--- config.mk ---
export PLATFORM = sky130hd
export DESIGN_NAME = mem_stage
export DESIGN_NICKNAME = d
export VERILOG_FILES = /design/src/rtl/mem_stage.sv
export SDC_FILE = /design/constraint.sdc
export NUM_CORES = 1
export LEC_CHECK = 0
export BUFFER_PORTS_ARGS = -buffer_cell sky130_fd_sc_hd__buf_4
export CAP_MARGIN = 40
export CORE_AREA = 2 2 135 137
export CTS_CLUSTER_DIAMETER = 50
export DETAILED_ROUTE_END_ITERATION = 12
export DIE_AREA = 0 0 137 139
export PLACE_DENSITY = 0.95
export SLEW_MARGIN = 25
export SYNTH_ARGS = -nofsm -noshare
export SYNTH_HDL_FRONTEND = slang
export SYNTH_SLANG_ARGS = --single-unit
--- constraint.sdc ---
create_clock -name clk -period 5.88 [get_ports clk]
set_clock_uncertainty 0.15 [all_clocks]
set_input_delay 1.176 -clock clk [delete_from_list [all_inputs] [get_ports clk]]
set_output_delay 1.176 -clock clk [all_outputs]
set_load 0.1 [all_outputs]
--- src/rtl/mem_stage.sv ---
// Memory pipeline stage: M pipeline register, data-bus load/store sequencer,
// load alignment/extension, store strobe generation and address-error detection.
module mem_stage #(
    parameter int ADDR_W = 32,
    parameter int DATA_W = 32
) (
    input  logic              clk,
    input  logic              resetn,
    input  logic              M_stall,
    input  logic              M_bubble,
    input  logic              exception,
    input  logic [31:0]       M_pc,
    input  logic [31:0]       M_val3,
    input  logic [31:0]       M_valt,
    input  logic [5:0]        M_icode,
    input  logic [5:0]        M_acode,
    input  logic [5:0]        M_excCode,
    input  logic [4:0]        M_dst,
    input  logic              M_inDelaySlot,
    output logic              dreq_valid,
    output logic              dreq_write,
    output logic [ADDR_W-1:0] dreq_addr,
    output logic [3:0]        dreq_strobe,
    output logic [DATA_W-1:0] dreq_wdata,
    input  logic              daddr_ok,
    input  logic              ddata_ok,
    input  logic [DATA_W-1:0] drdata,
    output logic [31:0]       m_pc,
    output logic [31:0]       m_val,
    output logic [5:0]        m_icode,
    output logic [5:0]        m_acode,
    output logic [4:0]        m_dst,
    output logic [5:0]        m_excCode,
    output logic              m_inDelaySlot,
    output logic [31:0]       m_badvaddr,
    output logic              m_busy
);

    // Memory opcodes shared with the decode stage.
    localparam logic [5:0] OP_LB  = 6'h20;
    localparam logic [5:0] OP_LH  = 6'h21;
    localparam logic [5:0] OP_LW  = 6'h23;
    localparam logic [5:0] OP_LBU = 6'h24;
    localparam logic [5:0] OP_LHU = 6'h25;
    localparam logic [5:0] OP_SB  = 6'h28;
    localparam logic [5:0] OP_SH  = 6'h29;
    localparam logic [5:0] OP_SW  = 6'h2B;

    // Address-error codes with the valid bit (bit 5) set.
    localparam logic [5:0] EXC_ADEL = 6'b100100;
    localparam logic [5:0] EXC_ADES = 6'b100101;

    typedef enum logic [1:0] {
        S_IDLE = 2'd0,
        S_REQ  = 2'd1,
        S_WAIT = 2'd2,
        S_DONE = 2'd3
    } state_e;

    function automatic logic is_load(input logic [5:0] op);
        return (op == OP_LB) || (op == OP_LBU) || (op == OP_LH) ||
               (op == OP_LHU) || (op == OP_LW);
    endfunction

    function automatic logic is_store(input logic [5:0] op);
        return (op == OP_SB) || (op == OP_SH) || (op == OP_SW);
    endfunction

    function automatic logic is_half(input logic [5:0] op);
        return (op == OP_LH) || (op == OP_LHU) || (op == OP_SH);
    endfunction

    function automatic logic is_word(input logic [5:0] op);
        return (op == OP_LW) || (op == OP_SW);
    endfunction

    // M pipeline register and sequencer state.
    state_e      state_q,  state_d;
    logic        cancel_q, cancel_d;
    logic [31:0] rdata_q,  rdata_d;
    logic [31:0] pc_q,     pc_d;
    logic [31:0] val3_q,   val3_d;
    logic [31:0] valt_q,   valt_d;
    logic [5:0]  icode_q,  icode_d;
    logic [5:0]  acode_q,  acode_d;
    logic [5:0]  exc_q,    exc_d;
    logic [4:0]  dst_q,    dst_d;
    logic        ds_q,     ds_d;
    logic [31:0] badv_q,   badv_d;

    // Decode of the incoming instruction, evaluated at capture time.
    logic        in_load;
    logic        in_store;
    logic        in_fault;
    logic        in_start;
    logic [5:0]  in_exc;
    logic [31:0] in_badv;
    logic        busy;
    logic        reg_load;

    assign busy     = (state_q == S_REQ) || (state_q == S_WAIT);
    // A bus transaction in flight freezes the register so its address and data stay stable.
    assign reg_load = !busy && !M_stall;

    // Classify the incoming op and resolve its final exception code.
    always_comb begin
        // NOTE: every variable written here gets a default first so no latch is inferred.
        in_load  = is_load(M_icode);
        in_store = is_store(M_icode);
        in_fault = (is_half(M_icode) && M_val3[0]) ||
                   (is_word(M_icode) && (M_val3[1:0] != 2'b00));
        in_exc   = M_excCode;
        in_badv  = 32'h0;
        if (!M_excCode[5] && in_fault) begin
            in_exc  = in_load ? EXC_ADEL : EXC_ADES;
            in_badv = M_val3;
        end
        in_start = (in_load || in_store) && !M_excCode[5] && !in_fault;
    end

    // Next value of the M register: busy-hold, then stall, then bubble, then capture.
    always_comb begin
        pc_d    = pc_q;
        val3_d  = val3_q;
        valt_d  = valt_q;
        icode_d = icode_q;
        acode_d = acode_q;
        exc_d   = exc_q;
        dst_d   = dst_q;
        ds_d    = ds_q;
        badv_d  = badv_q;
        if (reg_load) begin
            if (M_bubble) begin
                pc_d    = 32'h0;
                val3_d  = 32'h0;
                valt_d  = 32'h0;
                icode_d = 6'h0;
                acode_d = 6'h0;
                exc_d   = 6'h0;
                dst_d   = 5'h0;
                ds_d    = 1'b0;
                badv_d  = 32'h0;
            end else begin
                pc_d    = M_pc;
                val3_d  = M_val3;
                valt_d  = M_valt;
                icode_d = M_icode;
                acode_d = M_acode;
                exc_d   = in_exc;
                dst_d   = M_dst;
                ds_d    = M_inDelaySlot;
                badv_d  = in_badv;
            end
        end
    end

    // Bus sequencer next state: issue, wait for accept, wait for data, cancel on flush.
    always_comb begin
        state_d  = state_q;
        cancel_d = cancel_q;
        rdata_d  = rdata_q;
        case (state_q)
            S_IDLE, S_DONE: begin
                cancel_d = 1'b0;
                if (reg_load) begin
                    state_d = (!M_bubble && in_start) ? S_REQ : S_IDLE;
                end
            end
            S_REQ: begin
                if (daddr_ok) begin
                    if (ddata_ok) begin
                        // An accepted request cannot be withdrawn; a flush only discards it.
                        if (exception) begin
                            state_d = S_IDLE;
                        end else begin
                            state_d = S_DONE;
                            rdata_d = drdata;
                        end
                    end else begin
                        state_d  = S_WAIT;
                        cancel_d = exception;
                    end
                end else if (exception) begin
                    state_d = S_IDLE;
                end
            end
            S_WAIT: begin
                if (ddata_ok) begin
                    cancel_d = 1'b0;
                    if (cancel_q || exception) begin
                        state_d = S_IDLE;
                    end else begin
                        state_d = S_DONE;
                        rdata_d = drdata;
                    end
                end else if (exception) begin
                    cancel_d = 1'b1;
                end
            end
            default: state_d = S_IDLE;
        endcase
    end

    // State and pipeline register update with synchronous active-low reset.
    always_ff @(posedge clk) begin
        // NOTE: non-blocking assignments so every flop samples pre-edge values.
        if (!resetn) begin
            state_q  <= S_IDLE;
            cancel_q <= 1'b0;
            rdata_q  <= 32'h0;
            pc_q     <= 32'h0;
            val3_q   <= 32'h0;
            valt_q   <= 32'h0;
            icode_q  <= 6'h0;
            acode_q  <= 6'h0;
            exc_q    <= 6'h0;
            dst_q    <= 5'h0;
            ds_q     <= 1'b0;
            badv_q   <= 32'h0;
        end else begin
            state_q  <= state_d;
            cancel_q <= cancel_d;
            rdata_q  <= rdata_d;
            pc_q     <= pc_d;
            val3_q   <= val3_d;
            valt_q   <= valt_d;
            icode_q  <= icode_d;
            acode_q  <= acode_d;
            exc_q    <= exc_d;
            dst_q    <= dst_d;
            ds_q     <= ds_d;
            badv_q   <= badv_d;
        end
    end

    // Load data alignment and sign/zero extension from the captured response.
    logic [7:0]  byte_sel;
    logic [15:0] half_sel;
    logic [31:0] load_val;

    always_comb begin
        byte_sel = 8'h0;
        case (val3_q[1:0])
            2'd0:    byte_sel = rdata_q[7:0];
            2'd1:    byte_sel = rdata_q[15:8];
            2'd2:    byte_sel = rdata_q[23:16];
            default: byte_sel = rdata_q[31:24];
        endcase
        half_sel = val3_q[1] ? rdata_q[31:16] : rdata_q[15:0];
        load_val = rdata_q;
        case (icode_q)
            OP_LB:   load_val = {{24{byte_sel[7]}}, byte_sel};
            OP_LBU:  load_val = {24'h0, byte_sel};
            OP_LH:   load_val = {{16{half_sel[15]}}, half_sel};
            OP_LHU:  load_val = {16'h0, half_sel};
            default: load_val = rdata_q;
        endcase
    end

    // Store strobes and lane-replicated write data from the held register.
    always_comb begin
        dreq_strobe = 4'b0000;
        dreq_wdata  = '0;
        case (icode_q)
            OP_SB: begin
                dreq_strobe = 4'b0001 << val3_q[1:0];
                dreq_wdata  = {4{valt_q[7:0]}};
            end
            OP_SH: begin
                dreq_strobe = val3_q[1] ? 4'b1100 : 4'b0011;
                dreq_wdata  = {2{valt_q[15:0]}};
            end
            OP_SW: begin
                dreq_strobe = 4'b1111;
                dreq_wdata  = valt_q;
            end
            default: begin
                dreq_strobe = 4'b0000;
                dreq_wdata  = '0;
            end
        endcase
    end

    assign dreq_valid    = (state_q == S_REQ);
    assign dreq_write    = is_store(icode_q);
    assign dreq_addr     = {val3_q[ADDR_W-1:2], 2'b00};

    assign m_busy        = busy;
    assign m_pc          = pc_q;
    // Load results become visible only once the response has been captured.
    assign m_val         = ((state_q == S_DONE) && is_load(icode_q)) ? load_val : val3_q;
    assign m_icode       = icode_q;
    assign m_acode       = acode_q;
    assign m_dst         = dst_q;
    assign m_excCode     = exc_q;
    assign m_inDelaySlot = ds_q;
    assign m_badvaddr    = badv_q;

endmodule

==> impl_metrics.yaml, run 1 <==
run_status:
  outcome: "complete, no violations"
cts:
  h-tree-depth: 4
  clock_sinks: 187
  cts_tree: "done"
  clk_pin_slew_ns: 0.08
  clockBufferDepth: 2
  postCtsSetupRepairBufs: 0
  cts_resized: 0
  root_buffer: "clkbuf_16"
  ctsHoldBuffers: 0
  clock_latency_ns: 0.43
  cts_buffers: 17
detailed_routing:
  final_antenna_net_count: 0
  num_vias: 9472
  drcViolationCount: 0
  routed_wl_um: 32520
  first_pass_iters: 7
  wire_per_inst_um: 20.10
  drtIter0Drc: 933
  viasPerCell: 5.854
worst_setup_path:
  worstSetupPathType: "reg -> out"
  worst-path-max-fanout: 17
  crit_arrival_ns: 3.20
  cp-end-kind: "output port"
  cp-start-kind: "flop"
  cp_data_required_time_ns: 4.55
grt:
  overflow: 0
  grt_first_pass_wirelength_um: 49060
  antenna_found_initial: 0
  grt_pass1_vias: 9036
  grt_start_max_net_pins: 111
  grtUsageTotal: 0.3300
floorplan:
  rows: 49
  die-area_mm2: 0.01904
  die_w_um: 137
  die_height_um: 139
  io_pins: 350
  initial_utilization: 0.5307
  core-area_mm2: 0.01766
synth:
  synth-seq-area-share: 0.3995
  synth_edf_count: 0
  synth-seq-cells: 187
  synth_cell_types: 60
  async_flop_share: 0
  synthCells: 1121
  ys_warn_count: 0
  yosys_most_used_dff: "dfxtp_1"
  syn_area_mm2: 0.009370
  avgSynthCellArea_um2: 8.359
final_layout:
  instances_no_fill: 1618
  drive_gt1_frac: 0.3089
  diodes: 0
  finish.instance_area_mm2: 0.01246
  area_delta_synth_final_pct: 33.01
  fin_nets: 1538
pwr:
  pwr-share-seq: 0.423
  clkPwrFrac: 0.362
  pwr_density_cell_mw_per_mm2: 258.7
  swShare: 0.3447
  report.power.total_mw: 3.224
  peakVddDrop_mv: 0.1944
  combPwrFrac: 0.214
  power_leakage_nw: 4.864
  power_switching_mw: 1.111
  internal-power_mw: 2.113
sta:
  setup_viol: 0
  worst_slew_pin_slew_ns: 0.7645
  max_freq_ghz: 0.2209
  relSlewSlack: 0.4876
  slew_viol_final: 0
  finalHoldViolCount: 0
  post-route-period-util: 0.7699
  grt_setup_unrepaired: "false"
  period_needed_ns: 4.527
  tns_ns: 0
min_path:
  min_path_type: "reg -> reg"
placed_design:
  post-place-cells: 1582
  dp_hpwl_um: 23220
  numPortBuffers: 347
  gp_congestion: 0.9553
  place_area_mm2: 0.01179
run:
  drv_cap: 0
stage by stage:
stage	hold WS [ns]	setup slack (ns)	utilization
5_1_grt	0.3274	1.234	0.7059
4_1_cts	0.3165	1.391	0.7020
6_report	0.3141	1.353	0.7059
3_3_place_gp	0.2997	1.758	0.6643
3_5_place_dp	0.3074	1.850	0.6679
2_1_floorplan	0.2906	0.3064	-
power by group through the flow:
stage               Clock (mW)  Combinational, mW  Sequential [mW]
finish                    1.17              0.691             1.36
floorplan                    0              0.369             1.49
global placement             0              0.662             1.39
global route              1.23              0.724             1.37
CTS                       1.18              0.680             1.36
detailed placement           0              0.677             1.39
cells in the final DEF, fill, tap and decap left out, types with 10 or more instances in the layout:
cell / count
a31oi_2: 10
a21oi_1: 13
a22o_1: 15
inv_1: 18
a21boi_0: 143
nand3b_1: 82
dfxtp_1: 187
a22oi_1: 32
o21ai_0: 18
clkbuf_16: 17
a31oi_1: 14
o22ai_1: 13
nand2_1: 217
nand4_1: 34
nor2_1: 49
buf_4: 355
nor2b_1: 44
routing by layer:
layer,global-route usage,up-vias,routed length [um]
li1,-,4407,-
met1,0.4031,4476,12740
met2,0.5405,505,15790
met3,0.08297,84,2687
met4,0.1552,0,1298
met5,0,-,0
worst max-delay path, cell delays in order, from the launching register on:
cell,delay [ns]
dfxtp_1,0.74
nand2_1,0.34
nor4_4,0.54
a32oi_4,0.40
a41oi_1,0.39
buf_4,0.35
Yosys cell counts, types with 3 or more instances:
cell type | number | area share
a211oi_1 | 9 | 0.0072
a21boi_0 | 143 | 0.11
a21boi_1 | 8 | 0.0064
a21oi_1 | 13 | 0.0069
a22o_1 | 15 | 0.014
a22oi_1 | 32 | 0.026
a31oi_1 | 14 | 0.0093
a31oi_2 | 10 | 0.013
buf_2 | 15 | 0.0080
buf_4 | 34 | 0.027
buf_6 | 3 | 0.0036
clkbuf_1 | 75 | 0.030
dfxtp_1 | 187 | 0.40
ha_1 | 3 | 0.0040
inv_1 | 18 | 0.0072
mux2_2 | 8 | 0.0096
mux2i_1 | 9 | 0.0096
nand2_1 | 217 | 0.087
nand2b_1 | 8 | 0.0053
nand3_1 | 4 | 0.0021
nand3b_1 | 82 | 0.066
nand4_1 | 34 | 0.023
nor2_1 | 50 | 0.020
nor2b_1 | 44 | 0.029
nor3b_1 | 5 | 0.0040
o21a_1 | 3 | 0.0024
o21ai_0 | 18 | 0.0096
o21ai_1 | 7 | 0.0037
o22ai_1 | 14 | 0.0093
layout make-up:
cell class / instances / area [um^2]
Fill cell: 1335 / 5194
Multi-Input combinational cell: 788 / 4962
Sequential cell: 187 / 3744
Timing Repair Buffer: 363 / 2798
Clock buffer: 18 / 439.2
Tap cell: 229 / 286.5
Clock inverter: 14 / 162.7
Inverter: 19 / 71.32
sequential cells by signal, summed over array words and instances (netlist names):
| name | count |
|---|---|
| m_badvaddr | 32 |
| m_pc | 32 |
| rdata_q | 32 |
| val3_q | 32 |
| valt_q | 32 |
| m_acode | 6 |
| m_excCode | 6 |
| m_icode | 6 |
| m_dst | 5 |
| state_q | 2 |
| cancel_q | 1 |
| m_inDelaySlot | 1 |
final timing paths:
path	depth (start not counted)	slack, ns	end	from
setup / recovery	5	1.35	m_val[15]	m_icode[0]
hold / removal	2	0.31	m_badvaddr[29]	m_badvaddr[29]
hold reg to reg	2	0.31	m_badvaddr[29]	m_badvaddr[29]
setup reg to reg	7	3.03	m_excCode[0]	state_q[0]
logic make-up after synthesis:
kind of cell,synth area share
muxes,0.02404
adders and majority gates,0.004006
DFF,0.3995
buffers and inverters,0.07691
other,0.0004002
AOI/OAI and AO/OA,0.2394
and+or+nand+nor,0.2557
No activity file was read; power rests on OpenSTA's default activity.
==> run 2: changes to the inputs <==
--- a/config.mk
+++ b/config.mk
@@ -7,11 +7,11 @@
 export LEC_CHECK = 0
 export BUFFER_PORTS_ARGS = -buffer_cell sky130_fd_sc_hd__buf_4
 export CAP_MARGIN = 40
-export CORE_AREA = 2 2 135 137
+export CORE_MARGIN = 1
+export CORE_UTILIZATION = 45
 export CTS_CLUSTER_DIAMETER = 50
 export DETAILED_ROUTE_END_ITERATION = 12
-export DIE_AREA = 0 0 137 139
-export PLACE_DENSITY = 0.95
+export PLACE_DENSITY = 0.88
 export SLEW_MARGIN = 25
 export SYNTH_ARGS = -nofsm -noshare
 export SYNTH_HDL_FRONTEND = slang
==> constraint.sdc (replaced) <==
create_clock -name clk -period 3.7 [get_ports clk]
set_clock_uncertainty 0.15 [all_clocks]
set_input_delay 0.74 -clock clk [delete_from_list [all_inputs] [get_ports clk]]
set_output_delay 0.74 -clock clk [all_outputs]
set_load 0.1 [all_outputs]
==> impl_metrics.yaml, run 2 (synthesis results as in run 1) <==
run_status:
  outcome: "complete, no violations"
final_layout:
  fin_nets: 1546
  drive_gt1_frac: 0.3500
  utilization: 0.6384
  area_delta_synth_final_pct: 38.31
  layout_commonest_cell: "buf_4"
  diodes: 0
  final_cell_mix: "buf_4 (362), nand2_1 (217), dfxtp_1 (184)"
  n_fill_cell: 1716
sta:
  setup_viol: 0
  worst_slew_pin_slew_ns: 0.7494
  grt_setup_unrepaired: "true"
  finalHoldViolCount: 0
  tns_ns: 0
  slew_viol_final: 0
  relSlewSlack: 0.4977
  post-route-period-util: 0.9712
  max_freq_ghz: 0.2783
  period_needed_ns: 3.594
grt:
  grtUsageTotal: 0.2886
  grt_pass1_vias: 8870
  grt_first_pass_wirelength_um: 48470
  grt_start_max_net_pins: 189
  overflow: 0
  antenna_found_initial: 0
floorplan:
  io_pins: 350
  core-area_mm2: 0.02030
  die_height_um: 146.3
  die_w_um: 146.3
  initial_utilization: 0.4616
  die-area_mm2: 0.02140
  rows: 52
cts:
  ctsHoldBuffers: 0
  clock_latency_ns: 0.42
  cts_tree: "done"
  clock_sinks: 187
  cts_buffers: 17
  clockBufferDepth: 2
  root_buffer: "clkbuf_16"
  clk_pin_slew_ns: 0.07
  h-tree-depth: 4
worst_setup_path:
  reg2reg_from: "state_q[0]"
  cp-start-kind: "flop"
  cp-end-kind: "output port"
  cp_data_required_time_ns: 2.81
  worstReg2RegEnd: "m_icode[1]"
  worstSetupPathType: "reg -> out"
  r2r_setup_slack_ns: 0.97
  crit_arrival_ns: 2.70
  worst-r2r-cell-count: 7
  worst-path-max-fanout: 28
pwr:
  peakVddDrop_mv: 0.2911
  combPwrFrac: 0.220
  pwr_density_cell_mw_per_mm2: 392.5
  power_leakage_nw: 4.962
  internal-power_mw: 3.359
  pwr-share-seq: 0.426
  swShare: 0.3396
  clkPwrFrac: 0.354
  report.power.total_mw: 5.087
  power_switching_mw: 1.728
detailed_routing:
  viasPerCell: 5.610
  drcViolationCount: 0
  drtIter0Drc: 712
  routed_wl_um: 32020
  num_vias: 9352
  wire_per_inst_um: 19.21
  final_antenna_net_count: 0
  first_pass_iters: 7
placed_design:
  numPortBuffers: 347
  gp_congestion: 0.9373
  dp_hpwl_um: 23200
min_path:
  holdCritStartpoint: "m_pc[29]"
  whs_path_depth: 2
  min_path_type: "reg -> reg"
  worstHoldEndpoint: "m_pc[29]"
run:
  drv_cap: 0
-- run 2: metal layers --
layer  track usage  vias to the layer above  part of all wire  wire length, um
met5             0                        -                 0                0
met4        0.1349                        0             0.036             1139
met3       0.07688                       66             0.084             2692
met2        0.4833                      429              0.49            15660
met1        0.3439                     4445              0.39            12530
li1              -                     4412                 -                -
-- run 2: how the worst max path moves through the flow --
stage,end,slack (ns),startpoint
floorplan,m_val[26],-0.27,m_icode[4]
global placement,m_val[15],0.48,val3_q[1]
detailed placement,m_val[14],0.48,state_q[0]
CTS,m_val[14],0.02,state_q[0]
global route,dreq_wdata[11],-0.005,m_icode[4]
finish,m_val[17],0.11,state_q[0]
-- run 2: critical path, cell delays in order (launching register included) --
cell and delay (ns):
dfxtp_1 0.38, ha_1 0.18, or3b_1 0.45, a211oi_4 0.25, buf_4 0.19, buf_12 0.26
nor2_1 0.11, a31oi_4 0.14, buf_4 0.30
-- run 2: power by group through the flow --
| stage | clock network (mW) | logic, mW | registers [mW] |
|---|---|---|---|
| global route | 1.92 | 1.17 | 2.18 |
| global placement | 0 | 1.10 | 2.21 |
| floorplan | 0 | 0.612 | 2.37 |
| CTS | 1.83 | 1.11 | 2.17 |
| finish | 1.80 | 1.12 | 2.17 |
| detailed placement | 0 | 1.11 | 2.21 |
-- run 2: area by class of cell --
cell class | count | area, um^2 | share of cell area
flip-flops and latches | 187 | 3747 | 0.2891
clock inverters | 13 | 123.9 | 0.009558
well taps | 270 | 337.8 | 0.02607
multi-input cells | 788 | 5349 | 0.4127
repair buffers | 371 | 2878 | 0.2221
inverters | 19 | 71.32 | 0.005503
clock buffers | 19 | 452.9 | 0.03495
-- run 2: through the flow --
step	cells	hold WS [ns]	instance area [um^2]	setup slack (ns)
6_report	1667	0.3134	12960	0.1064
2_1_floorplan	1122	0.2906	9771	-0.2699
4_1_cts	1664	0.3157	12920	0.01708
3_5_place_dp	1632	0.3059	12350	0.4850
5_1_grt	1667	0.3245	12960	-0.004733
3_3_place_gp	1630	0.2987	12320	0.4784
-- run 2: timing repair --
item                       in CTS  in global routing
setup buffers                   0                  1
setup endpoints to repair       0                 29
gates resized for setup         0                  4
==> run 3: changes to the inputs <==
--- a/config.mk
+++ b/config.mk
@@ -11,6 +11,7 @@
 export CORE_UTILIZATION = 45
 export CTS_CLUSTER_DIAMETER = 50
 export DETAILED_ROUTE_END_ITERATION = 12
+export GPL_TIMING_DRIVEN = 0
 export PLACE_DENSITY = 0.88
 export SLEW_MARGIN = 25
 export SYNTH_ARGS = -nofsm -noshare
==> impl_metrics.yaml, run 3 (synthesis results as in run 1) <==
sta:
  relSlewSlack: 0.4639
  hold_ws_ns: 0.3123
  finalHoldViolCount: 0
  slew_viol_final: 0
  period_needed_ns: 3.620
  max_freq_ghz: 0.2762
  setup_viol: 0
  tns_ns: 0
  post-route-period-util: 0.9784
  worst_slew_pin_slew_ns: 0.8011
  grt_setup_unrepaired: "false"
worst_setup_path:
  crit_arrival_ns: 2.73
  reg2reg_from: "state_q[0]"
  worstSetupPathType: "reg -> out"
  worst-r2r-cell-count: 8
  cp_data_required_time_ns: 2.81
  r2r_setup_slack_ns: 0.92
  cp-end-kind: "output port"
  worst-path-max-fanout: 10
  cp-start-kind: "flop"
  worstReg2RegEnd: "val3_q[21]"
min_path:
  min_path_type: "reg -> reg"
  worstHoldEndpoint: "valt_q[20]"
  holdCritStartpoint: "valt_q[20]"
  whs_path_depth: 2
cts:
  clock_sinks: 187
  clock_latency_ns: 0.43
  h-tree-depth: 4
  clk_pin_slew_ns: 0.07
  ctsHoldBuffers: 0
  root_buffer: "clkbuf_16"
  cts_buffers: 17
  clockBufferDepth: 2
  cts_tree: "done"
floorplan:
  die-area_mm2: 0.02140
  rows: 52
  initial_utilization: 0.4616
  die_w_um: 146.3
  die_height_um: 146.3
  core-area_mm2: 0.02030
  io_pins: 350
grt:
  antenna_found_initial: 0
  grt_pass1_vias: 9923
  grt_first_pass_wirelength_um: 53930
  overflow: 0
  grtUsageTotal: 0.3233
  grt_start_max_net_pins: 19
final_layout:
  area_delta_synth_final_pct: 42.74
  drive_gt1_frac: 0.3433
  layout_commonest_cell: "buf_4"
  instances_no_fill: 1773
  fin_nets: 1653
  final_cell_mix: "buf_4 (371), nand2_1 (217), dfxtp_1 (184)"
  n_fill_cell: 1737
  diodes: 0
detailed_routing:
  final_antenna_net_count: 0
  drtIter0Drc: 690
  num_vias: 9998
  viasPerCell: 5.639
  routed_wl_um: 35020
  wire_per_inst_um: 19.75
  first_pass_iters: 5
  drcViolationCount: 0
pwr:
  internal-power_mw: 3.411
  pwr_density_cell_mw_per_mm2: 387.7
  swShare: 0.3422
  pwr-share-seq: 0.417
  power_leakage_nw: 5.173
  clkPwrFrac: 0.354
  power_switching_mw: 1.774
  peakVddDrop_mv: 0.3242
  combPwrFrac: 0.229
run_status:
  outcome: "complete, no violations"
placed_design:
  dp_hpwl_um: 27530
  post-place-cells: 1739
  gp_congestion: 0.9616
  numPortBuffers: 346
run:
  drv_cap: 0
## run 3: timing repair
action,CTS,global route
pin swaps,1,1
buffers inserted,1,0
setup endpoints to repair,23,26
cloned,0,0
gates resized for setup,2,18
## run 3: layer usage
| metal | wire length, um | share of wire | track usage | up-vias |
|---|---|---|---|---|
| met3 | 3144 | 0.090 | 0.08813 | 121 |
| met1 | 13410 | 0.38 | 0.3745 | 4747 |
| met5 | 0 | 0 | 0 | - |
| met2 | 16810 | 0.48 | 0.5471 | 510 |
| li1 | - | - | - | 4620 |
| met4 | 1650 | 0.047 | 0.1635 | 0 |
## run 3: worst max-delay path: stages, from the launching register on
cell	delay, ns
dfxtp_1	0.32
buf_6	0.14
or4b_1	0.50
buf_2	0.21
nor3_4	0.16
a32oi_4	0.19
buf_6	0.28
a31oi_2	0.17
buf_4	0.32
## run 3: per-stage QoR
step	power [mW]	instance area (um^2)	setup slack, ns	utilization
2_1_floorplan	2.984	9771	-0.2699	-
3_3_place_gp	3.360	12710	0.2229	0.6259
3_5_place_dp	3.376	12710	0.1586	0.6262
4_1_cts	5.180	13300	0.01304	0.6553
5_1_grt	5.337	13380	0.006009	0.6589
6_report	5.185	13380	0.08007	0.6589
## run 3: how the worst max path moves through the flow
stage | from | endpoint | slack, ns | cells past startpoint
final | m_icode[1] | m_val[30] | 0.08 | 8
after global routing | m_icode[1] | m_val[26] | 0.006 | 8
after CTS | state_q[0] | m_val[28] | 0.01 | 7
after detailed placement | state_q[0] | m_val[28] | 0.16 | 7
after global placement | state_q[0] | m_val[26] | 0.22 | 7
after floorplan | m_icode[4] | m_val[26] | -0.27 | 5
## run 3: final cells by class
cell class	instances	area, um^2	area share
inverters	19	71.32	0.005332
plain buffers	128	661.9	0.04949
well taps	270	337.8	0.02526
flip-flops and latches	187	3747	0.2802
clock buffers	17	425.4	0.03181
multi-input cells	788	5303	0.3964
clock inverters	14	155.1	0.01160
repair buffers	350	2674	0.1999
## run 3: power by group through the flow
stage | Clock, mW | Combinational (mW) | Sequential (mW)
after global routing | 1.92 | 1.25 | 2.17
after detailed placement | 0 | 1.17 | 2.21
after floorplan | 0 | 0.612 | 2.37
after global placement | 0 | 1.16 | 2.20
after CTS | 1.85 | 1.17 | 2.16
final | 1.84 | 1.19 | 2.16
